--- src/rtl/irq_priority_ctrl.sv ---
// Purpose: fixed-priority interrupt controller (bit 0 highest) with edge-detected sticky pending bits and mask register.
// Latency: irq_in rise sampled at edge k -> pending at k, int_req/int_id registered at k+1 when idle and enabled.
// Backpressure: a presented request holds stable until int_ack; no new request until eret returns the FSM to IDLE.
module irq_priority_ctrl #(
    parameter int N   = 32,
    parameter int IDW = 5
) (
    input  logic           clk,
    input  logic           rst_n,
    input  logic [N-1:0]   irq_in,
    input  logic           mask_we,
    input  logic [N-1:0]   mask_wdata,
    input  logic           int_ack,
    input  logic           eret,
    output logic [N-1:0]   mask_q,
    output logic [N-1:0]   pending_q,
    output logic           int_req,
    output logic [IDW-1:0] int_id,
    output logic [N-1:0]   int_onehot
);

    typedef enum logic [1:0] {
        IDLE    = 2'd0,
        REQ     = 2'd1,
        SERVICE = 2'd2
    } state_t;

    state_t         state;
    state_t         state_nxt;

    logic [N-1:0]   irq_prev;
    logic [N-1:0]   rise;
    logic [N-1:0]   eligible;
    logic [N-1:0]   prefix;
    logic [N-1:0]   sel_onehot;
    logic [IDW-1:0] sel_id;
    logic [N-1:0]   ack_clr;
    logic           load_req;
    logic           take_ack;

    assign rise     = irq_in & ~irq_prev;
    assign eligible = pending_q & mask_q;

    // Prefix-OR from bit 0 upward; the first set position is the winner.
    always_comb begin
        prefix[0] = eligible[0];
        for (int i = 1; i < N; i++) begin
            prefix[i] = prefix[i-1] | eligible[i];
        end
    end

    assign sel_onehot = prefix & ~(prefix << 1);

    // Encode the one-hot winner into a binary index.
    always_comb begin
        sel_id = '0;
        for (int i = 0; i < N; i++) begin
            if (sel_onehot[i]) begin
                sel_id = sel_id | IDW'(i);
            end
        end
    end

    // Next-state and transaction strobes; ack/eret are only honoured in their own state.
    always_comb begin
        state_nxt = state;
        load_req  = 1'b0;
        take_ack  = 1'b0;
        case (state)
            IDLE: begin
                if (eligible != '0) begin
                    load_req  = 1'b1;
                    state_nxt = REQ;
                end
            end
            REQ: begin
                if (int_ack) begin
                    take_ack  = 1'b1;
                    state_nxt = SERVICE;
                end
            end
            SERVICE: begin
                if (eret) begin
                    state_nxt = IDLE;
                end
            end
            default: begin
                state_nxt = IDLE;
            end
        endcase
    end

    // The presented one-hot equals the one-hot of int_id, so it doubles as the clear vector.
    assign ack_clr = take_ack ? int_onehot : '0;

    // FSM state register.
    always_ff @(posedge clk or negedge rst_n) begin
        if (!rst_n) begin
            state <= IDLE;
        end else begin
            state <= state_nxt;
        end
    end

    // Edge history, sticky pending bits (a new rise beats a same-cycle clear) and mask register.
    always_ff @(posedge clk or negedge rst_n) begin
        if (!rst_n) begin
            irq_prev  <= '0;
            pending_q <= '0;
            mask_q    <= '0;
        end else begin
            irq_prev  <= irq_in;
            pending_q <= (pending_q & ~ack_clr) | rise;
            if (mask_we) begin
                mask_q <= mask_wdata;
            end
        end
    end

    // Registered request outputs; id/onehot keep their last value after the ack.
    always_ff @(posedge clk or negedge rst_n) begin
        if (!rst_n) begin
            int_req    <= 1'b0;
            int_id     <= '0;
            int_onehot <= '0;
        end else begin
            if (load_req) begin
                int_req    <= 1'b1;
                int_id     <= sel_id;
                int_onehot <= sel_onehot;
            end else if (take_ack) begin
                int_req    <= 1'b0;
            end
        end
    end

endmodule

--- config.mk ---
export PLATFORM = sky130hd
export DESIGN_NAME = irq_priority_ctrl
export DESIGN_NICKNAME = d
export VERILOG_FILES = /design/src/rtl/irq_priority_ctrl.sv
export SDC_FILE = /design/constraint.sdc
export NUM_CORES = 1
export LEC_CHECK = 0
export ABC_AREA = 1
export BUFFER_PORTS_ARGS = -buffer_cell sky130_fd_sc_hd__buf_2
export CORE_AREA = 2 2 154 156
export DETAILED_ROUTE_END_ITERATION = 16
export DIE_AREA = 0 0 156 158
export PLACE_DENSITY_LB_ADDON = 0.12
export SYNTH_ARGS = -nofsm -noshare
export SYNTH_HDL_FRONTEND = slang
export SYNTH_SLANG_ARGS = --single-unit
--- constraint.sdc ---
create_clock -name clk -period 4.14 [get_ports clk]
set_clock_uncertainty 0.05 [all_clocks]
set_input_delay 1.035 -clock clk [delete_from_list [all_inputs] [get_ports clk]]
set_output_delay 1.035 -clock clk [all_outputs]
set_load 0.01 [all_outputs]
==> flow_summary.ini, run 1 <==
[worst_setup_path]
crit_arrival_ns = 2.87
rr_worst_depth = 9
cp.required_ns = 4.44
r2r_slack_ns = 1.56
path_class = reg -> reg
crit_path_max_fanout = 26
r2r-start = mask_q[28]$_DFFE_PN0P_
timing.rr.end = int_id[2]$_DFFE_PN0P_
end_kind = flop
startpoint = mask_q[28]$_DFFE_PN0P_
startpoint_type = flop

[finish]
antenna_cells = 0
final_layout_size_suffix_gt1_frac = 0.331
utilization = 0.325
syn2layout_area_growth_pct = 32.2
nNetsFinal = 832

[floorplan]
die_x_um = 156
fp.dieArea_mm2 = 0.0246
core_area_mm2 = 0.0231
ios = 171
start_util = 0.245
die_h_um = 158
fp-row-count = 56

[timing]
fmax_mhz = 388
final-hold-violation-count = 0
holdWs_ns = 0.367
worst_pin_slew_ns = 0.996
period_needed_ns = 2.58
max_slew_margin = 0.336
final-setup-viol-count = 0
rsz0062_at_grt = false
setup_tns_ns = 0
fin_crit_sh = 0.622
slew_violations = 0

[clocking]
clk_pin_slew_ns = 0.07
cts_root_buffer = clkbuf_16
cts_setup_buffers = 0
cts_hold_buf = 0
clock-sinks = 136
clk_latency_ns = 0.42
clockBufferDepth = 2
post_cts_resized = 0
htree_levels = 4
cts_buffers = 17
cts_tree = built

[synth]
ys_seq_area_frac = 0.601
syn_area_mm2 = 0.00566
synth_fp_nets = 652
synth.avg_cell_area_um2 = 9.71
synth_cells = 583
ys_ff_latch = 136
synth-warning-count = 0
ys_types = 33

[route]
drt-vias-per-instance = 4.26
route.detailed.drc = 0
antenna_left = 0
wirelength_um = 16700
vias = 4544
drtIter0Drc = 222
firstDrtPassIters = 4
wire_per_inst_um = 15.7

[global_routing]
antenna_found_initial = 0
grt_pass1_vias = 4683
grt_max_degree = 108
grt_pass1_wl_um = 26600
grt_usage = 0.144
globalRouteOverflowTotal = 0

[flow_run]
maxCapViolCount = 0

[place]
portBuffers = 170
dp_hpwl_um = 12400
place.gp.congestion = 0.751

[hold_path]
hold_class = reg -> reg
holdPathStages = 1
min_to = pending_q[8]$_DFF_PN0_
min_from = irq_prev[8]$_DFF_PN0_

[power]
power_leakage_nw = 3.83
peakVddDrop_uv = 232
p_per_area_mw_per_mm2 = 541

[outcome]
outcome = completed
## cell usage in the layout, fill, tap and decap left out, drive strengths merged
cell type | Yosys | layout
inv | 71 | 77
mux2 | 32 | 32
nand4 | 13 | 13
clkinv | 0 | 1
dfrtp | 136 | 136
nand3b | 1 | 1
o21ai | 63 | 63
o31ai | 3 | 3
clkinvlp | 0 | 5
nor2 | 50 | 50
nand3 | 25 | 25
o21a | 2 | 2
nor4 | 1 | 1
a21oi | 5 | 5
buf | 8 | 174
clkbuf | 5 | 17
bufinv | 0 | 3
o311ai | 1 | 1
o211ai | 2 | 2
nand2 | 156 | 156
a41o | 1 | 1
nor3 | 4 | 4
o41ai | 2 | 2
o2111ai | 2 | 2
## cells in the mapped netlist
library cell	n	area, µm²
nand4_1	12	75.1
nor2_8	1	20.0
o211ai_1	2	15.0
a21oi_1	5	25.0
dfrtp_1	136	3400
o21ai_0	60	300
nor2_2	1	6.26
a41o_1	1	10.0
nor2_1	45	169
o21a_1	2	15.0
inv_1	70	263
o31ai_1	3	22.5
clkbuf_1	5	18.8
nor4_1	1	6.26
buf_2	4	20.0
nand2_2	4	25.0
o2111ai_1	2	17.5
nor2_4	3	33.8
nand3b_1	1	7.51
o41ai_1	2	17.5
nand4_4	1	21.3
nand2_4	3	33.8
nor3_4	1	16.3
nand3_2	2	20.0
inv_2	1	3.75
nor3_2	1	10.0
buf_1	4	15.0
nand3_1	23	115
nand2_1	149	559
o21ai_1	3	15.0
o311ai_0	1	8.76
nor3_1	2	10.0
mux2_2	32	360
## metrics by stage
| step | std cells | power, mW | area, µm² | setup WS [ns] |
|---|---|---|---|---|
| finish | 1066 | 4.05 | 7480 | 1.56 |
| global placement | 1034 | 2.48 | 6870 | 1.58 |
| global route | 1066 | 4.30 | 7480 | 1.22 |
| detailed placement | 1034 | 2.50 | 6870 | 1.54 |
| floorplan | 583 | 2.10 | 5660 | 2.05 |
| CTS | 1066 | 4.14 | 7480 | 1.51 |
## worst max path at each step
stage                              to  depth (start not counted)  slack, ns
4_1_cts         int_id[2]$_DFFE_PN0P_                          9       1.51
6_report        int_id[2]$_DFFE_PN0P_                          9       1.56
5_1_grt         int_id[0]$_DFFE_PN0P_                         11       1.22
2_1_floorplan  mask_q[10]$_DFFE_PN0P_                          3       2.05
3_5_place_dp    int_id[3]$_DFFE_PN0P_                          9       1.54
3_3_place_gp    int_id[0]$_DFFE_PN0P_                          9       1.58
## worst max-delay path, cell delays in order (launching register included)
cell,delay [ns]
dfrtp_1,0.39
nand2_1,0.21
nand4_1,0.22
nor4_1,0.33
nand2_1,0.10
nand3_2,0.33
inv_1,0.45
nand2_4,0.23
nor2_1,0.07
a21oi_1,0.11
## sequential cells by signal (all words and copies together) (netlist names)
signal      count
int_id          5
pending_q      32
irq_prev       32
int_onehot     32
state           2
mask_q         32
int_req         1
## kinds of logic after synthesis
logic type             Yosys count  synth area share
buffers and inverters           84            0.0566
multiplexers                    32            0.0637
flip-flops                     136             0.601
AND/OR/NAND/NOR                250             0.199
AO/OA/AOI/OAI                   81            0.0789
## metal layers
layer  part of all wire  GRT usage  wire length, µm  vias to the layer above
li1                   -          -                -                     2252
met1               0.44      0.181             7440                     2170
met2               0.50      0.240             8390                      106
met3              0.039     0.0356              649                       16
met4              0.014     0.0511              240                        0
met5                  0          0                0                        -
## area by class of cell
cell class,instances,area [µm²]
multi-input combinational,363,1950
tap,290,363
sequential,136,3400
timing repair buffer,174,887
clock inverter,15,189
inverter,71,267
fill,2411,15600
clock buffer,17,425
## power by group
group	leakage, nW	switching [mW]	internal [mW]
combinational	1.98	0.572	0.280
sequential	1.57	0.113	1.48
clock	0.284	0.641	0.959
total	3.83	1.33	2.72
Power figures use the tool's default switching activity.
==> run 2, diff against run 1 <==
==> constraint.sdc (replaced) <==
create_clock -name clk -period 2.6 [get_ports clk]
set_clock_uncertainty 0.05 [all_clocks]
set_input_delay 0.65 -clock clk [delete_from_list [all_inputs] [get_ports clk]]
set_output_delay 0.65 -clock clk [all_outputs]
set_load 0.01 [all_outputs]
==> flow_summary.ini, run 2 (same netlist as run 1, synthesis figures left out) <==
[route]
drt-vias-per-instance = 4.29
wirelength_um = 16900
vias = 4586
wire_per_inst_um = 15.8
route.detailed.drc = 0
drtIter0Drc = 216
antenna_left = 0
firstDrtPassIters = 4

[floorplan]
fp.dieArea_mm2 = 0.0246
start_util = 0.245
die_x_um = 156
ios = 171
fp-row-count = 56
core_area_mm2 = 0.0231
die_h_um = 158

[flow_run]
maxCapViolCount = 0

[finish]
mostFrequentLayoutCells = buf_2, nand2_1, dfrtp_1
fill_cells = 2402
nNetsFinal = 836
antenna_cells = 0
syn2layout_area_growth_pct = 33.8
seq_area_mm2 = 0.00340
multiInputGateArea_mm2 = 0.00195
utilization = 0.328
final_layout_size_suffix_gt1_frac = 0.334
final_common_cell = buf_2

[global_routing]
grt_max_degree = 54
globalRouteOverflowTotal = 0
grt-busiest-layer = met2
grtUsageMet3 = 0.0318
grt_pass1_wl_um = 26700
antenna_found_initial = 0
grt.met1_usage = 0.182
grt_pass1_vias = 4818
use_met2 = 0.246
grt_usage = 0.144

[worst_setup_path]
cp.required_ns = 2.89
crit_buf_inv = 0
path_common_cell = nand2_1
crit_arrival_ns = 2.40
cp_cell_sequence = nand2_1 -> nand2_1 -> nor2_2 -> nand2_4 -> nor2_8 -> nand4_4 -> nor3_4 -> nand4_1 -> nand2_1 -> nor2_1 -> nand2_1 -> nor2_1 -> nor2_1
cpMaxStageDelayCell = dfrtp_1
cpLargestDelayFamily = simple AND/OR/NAND/NOR gates
crit_path_max_fanout = 6
end_kind = flop
worst_path_largest_cell_delay_ns = 0.39
path_class = reg -> reg
startpoint_type = flop

[power]
peakVddDrop_uv = 382
p_per_area_mw_per_mm2 = 865
power_leakage_nw = 3.89

[timing]
fmax_mhz = 474
period_needed_ns = 2.11
setup_tns_ns = 0
rsz0062_at_grt = false
max_slew_margin = 0.640
fin_crit_sh = 0.811
slew_violations = 0
worst_pin_slew_ns = 0.539
final-setup-viol-count = 0
final-hold-violation-count = 0

[hold_path]
hold_class = in -> async

[place]
dp_hpwl_um = 12600
portBuffers = 170
place.gp.congestion = 0.758

[clocking]
post_cts_resized = 0
cts_tree = built
clk_latency_ns = 0.42
cts_setup_buffers = 0
cts_root_buffer = clkbuf_16
htree_levels = 4
cts_buffers = 17
clock-sinks = 136
clk_pin_slew_ns = 0.06
cts_hold_buf = 0
clockBufferDepth = 2

[outcome]
outcome = completed
## run 2: layer usage
layer  wire length [µm]  vias to the layer above
li1                   -                     2252
met1               7720                     2202
met2               8350                      117
met3                632                       15
met4                219                        0
met5                  0                        -
## run 2: through the flow
| stage | cell area, µm² | hold WS, ns | power, mW | setup WS (ns) | std cells |
|---|---|---|---|---|---|
| global route | 7570 | 0.0611 | 6.93 | 0.229 | 1069 |
| floorplan | 5660 | 0.304 | 3.34 | 0.716 | 583 |
| finish | 7570 | 0.0632 | 6.55 | 0.492 | 1069 |
| CTS | 7570 | 0.0570 | 6.68 | 0.456 | 1069 |
| detailed placement | 6930 | 0.361 | 4.01 | 0.469 | 1038 |
| global placement | 6930 | 0.352 | 3.99 | 0.452 | 1038 |
## run 2: area by class of cell
| cell class | count | area share |
|---|---|---|
| Inverter | 71 | 0.0352 |
| Tap cell | 290 | 0.0479 |
| Sequential cell | 136 | 0.450 |
| Clock buffer | 20 | 0.0617 |
| Multi-Input combinational cell | 363 | 0.257 |
| Timing Repair Buffer | 178 | 0.126 |
| Clock inverter | 11 | 0.0223 |
## run 2: path summary, 6_finish.rpt
check | slack [ns] | to | from | cells past startpoint
max | 0.49 | int_id[4]$_DFFE_PN0P_ | mask_q[5]$_DFFE_PN0P_ | 13
min reg2reg | 0.36 | pending_q[15]$_DFF_PN0_ | irq_prev[15]$_DFF_PN0_ | 1
min | 0.06 | irq_prev[6]$_DFF_PN0_ | rst_n | 1
min in group clk | 0.30 | irq_prev[18]$_DFF_PN0_ | irq_in[18] | 1
max reg2reg | 0.49 | int_id[4]$_DFFE_PN0P_ | mask_q[5]$_DFFE_PN0P_ | 13
max in group asynchronous | 1.79 | mask_q[7]$_DFFE_PN0P_ | rst_n | 2
## run 2: worst register-to-register path: cells and delay by family, from the launching register on
family,cells,cell delay (ns)
and+or+nand+nor,13,1.61
DFF,1,0.39
## run 2: report_power, final
group          leakage [nW]  switching (mW)  internal [mW]  total [mW]
Combinational          2.01           0.905          0.474        1.38
Sequential             1.57           0.190           2.36        2.55
Clock                 0.313           0.941           1.68        2.62
==> run 3, diff against run 2 <==
--- a/config.mk
+++ b/config.mk
@@ -5,11 +5,11 @@
 export SDC_FILE = /design/constraint.sdc
 export NUM_CORES = 1
 export LEC_CHECK = 0
-export ABC_AREA = 1
+export ABC_AREA = 0
 export BUFFER_PORTS_ARGS = -buffer_cell sky130_fd_sc_hd__buf_2
-export CORE_AREA = 2 2 154 156
+export CORE_AREA = 2 2 152 154
 export DETAILED_ROUTE_END_ITERATION = 16
-export DIE_AREA = 0 0 156 158
+export DIE_AREA = 0 0 154 156
 export PLACE_DENSITY_LB_ADDON = 0.12
 export SYNTH_ARGS = -nofsm -noshare
 export SYNTH_HDL_FRONTEND = slang
==> constraint.sdc (replaced) <==
create_clock -name clk -period 2.05 [get_ports clk]
set_clock_uncertainty 0.05 [all_clocks]
set_input_delay 0.5125 -clock clk [delete_from_list [all_inputs] [get_ports clk]]
set_output_delay 0.5125 -clock clk [all_outputs]
set_load 0.01 [all_outputs]
==> flow_summary.ini, run 3 <==
[outcome]
outcome = finished, violations left
violations = setup timing

[finish]
final_common_cell = buf_2
syn2layout_area_growth_pct = 56.0
nNetsFinal = 858
utilization = 0.386
mostFrequentLayoutCells = buf_2, dfrtp_1, nand2_1
final_layout_size_suffix_gt1_frac = 0.503

[global_routing]
grt_max_degree = 57
grt_usage = 0.155
grt_pass1_wl_um = 28600
grt_pass1_vias = 5125
antenna_found_initial = 0
globalRouteOverflowTotal = 0

[synth]
yosysMostFrequentCell = dfrtp_1
synth-xor-area-share = 0
yosys.area.top_type_share = 0.615
synth_async_sr_flop_share = 1.00
syn_area_mm2 = 0.00553
synth_edf_count = 0
synth-warning-count = 0
synth_top_family_by_area = simple AND/OR/NAND/NOR gates
synth_mux_area_frac = 0.0651
ys_ff_latch = 136
synth_cells = 514
yosys.area_share.simple = 0.148
synth_fa_ha_area_frac = 0
synthTopCellsByCount = dfrtp_1, nand2_1, o21ai_0
ys_seq_area_frac = 0.615
synthFlopType = dfrtp_1
ys_types = 46
synth.avg_cell_area_um2 = 10.8
synth.area.top_cells = dfrtp_1, nand2_1, mux2_2
synth_fp_nets = 583
synth_top_area_cell = dfrtp_1
synth_compound_area_frac = 0.133

[worst_setup_path]
crit_path_max_fanout = 3
startpoint = pending_q[16]$_DFF_PN0_
r2r-start = pending_q[16]$_DFF_PN0_
cp_cell_sequence = a222oi_1 -> buf_4 -> nand2_4 -> nor4_4 -> buf_4 -> buf_6 -> nand4_1 -> nand4_1 -> o41a_1
worst_path_largest_cell_delay_ns = 0.38
path_class = reg -> reg
cpMaxStageDelayCell = dfrtp_1
end_kind = flop
crit_arrival_ns = 2.46
startpoint_type = flop
cp.required_ns = 2.35

[route]
drt-vias-per-instance = 4.48
antenna_left = 0
route.detailed.drc = 0
firstDrtPassIters = 4
vias = 4875
wire_per_inst_um = 16.7
drtIter0Drc = 216
wirelength_um = 18100

[timing]
fmax_mhz = 463
final-hold-violation-count = 0
holdWs_ns = 0.162
rsz0062_at_grt = true
worst_pin_slew_ns = 0.418
max_slew_margin = 0.721
slew_violations = 0
fin_ws_ns = -0.112
fin_crit_sh = 1.05
period_needed_ns = 2.16
final-setup-viol-count = 39

[floorplan]
start_util = 0.247
die_x_um = 154
fp.dieArea_mm2 = 0.0240
core_area_mm2 = 0.0224
fp-row-count = 55
ios = 171
die_h_um = 156

[hold_path]
min_from = irq_in[9]
hold_class = in -> reg

[power]
power_switching_share = 0.306
p_sw_mw = 2.75
pwr-share-comb = 0.307
p_total_mw = 9.00
p_per_area_mw_per_mm2 = 1040
seq_power_share = 0.346
p_int_mw = 6.24
peakVddDrop_uv = 541
power_leakage_nw = 4.24
clockPowerShare = 0.348

[place]
dp_hpwl_um = 13600
portBuffers = 170
place.gp.congestion = 0.812

[clocking]
clk_latency_ns = 0.42
cts_tree = built
cts_root_buffer = clkbuf_16
clockBufferDepth = 2
clk_pin_slew_ns = 0.06
htree_levels = 4
cts_buffers = 17
clock-sinks = 136

[flow_run]
maxCapViolCount = 0
run 3: cell types whose count changed in the layout (fill, tap and decap cells not counted), moves of 12 or more:
cell | before | now
buf_4 | 5 | 85
inv_1 | 70 | 34
nand2_1 | 149 | 100
nand2_2 | 4 | 19
nand2_4 | 3 | 15
nor2_1 | 45 | 4
o21ai_0 | 60 | 35
run 3: timing repair:
action,CTS,global route
gates cloned,4,1
resized for setup,46,61
pin swaps,15,13
hold endpoints to repair,25,0
hold buffers,1,0
buffers inserted,8,2
endpoints found under the setup margin,39,39
run 3: final cells by class:
cell class,count,area (µm²)
Antenna cell,1,2.50
Clock buffer,23,478
Clock inverter,8,120
Fill cell,2228,13700
Inverter,34,128
Multi-Input combinational cell,328,2310
Sequential cell,136,3400
Tap cell,285,357
Timing Repair Buffer,272,1840
run 3: per-stage QoR:
step,setup slack (ns),std cells,area (µm²),TNS [ns]
final,-0.112,1087,8640,-2.18
after global routing,-0.262,1086,8630,-7.42
after CTS,-0.0958,1086,8380,-1.33
after detailed placement,-0.274,1042,7390,-9.31
after global placement,-0.192,1042,7390,-6.60
after floorplan,-0.227,514,5570,-8.13
run 3: routing by layer:
layer	part of all wire	track usage	vias to the layer above
li1	-	-	2355
met1	0.46	0.205	2374
met2	0.47	0.248	129
met3	0.051	0.0397	17
met4	0.014	0.0490	0
met5	0	0	-
run 3: cell families after synthesis:
kind of cell / count (synthesis)
AO/OA/AOI/OAI: 110
buffers and inverters: 50
flip-flops: 136
multiplexers: 32
AND/OR/NAND/NOR: 186
run 3: power by group through the flow:
| stage | registers [mW] | logic (mW) | clock network, mW |
|---|---|---|---|
| final | 3.11 | 2.76 | 3.13 |
| after global routing | 3.14 | 2.98 | 3.33 |
| after detailed placement | 3.14 | 1.84 | 0 |
| after floorplan | 3.24 | 0.884 | 0 |
| after CTS | 3.10 | 2.55 | 3.21 |
| after global placement | 3.14 | 1.82 | 0 |
run 3: worst max-delay path: cells and delay by family (launching register included):
family | cells | cell delay, ns
flops | 1 | 0.38
compound gates | 2 | 0.49
simple gates | 4 | 0.66
buf+inv | 3 | 0.53
run 3: path summary, 6_finish.rpt:
path	end	slack (ns)	cells past startpoint
setup / recovery	int_id[2]$_DFFE_PN0P_	-0.11	9
hold / removal	irq_prev[9]$_DFF_PN0_	0.16	1
setup reg to reg	int_id[2]$_DFFE_PN0P_	-0.11	9
hold reg to reg	pending_q[29]$_DFF_PN0_	0.36	1
max in group asynchronous	mask_q[6]$_DFFE_PN0P_	0.82	3
min in group asynchronous	pending_q[15]$_DFF_PN0_	0.49	2
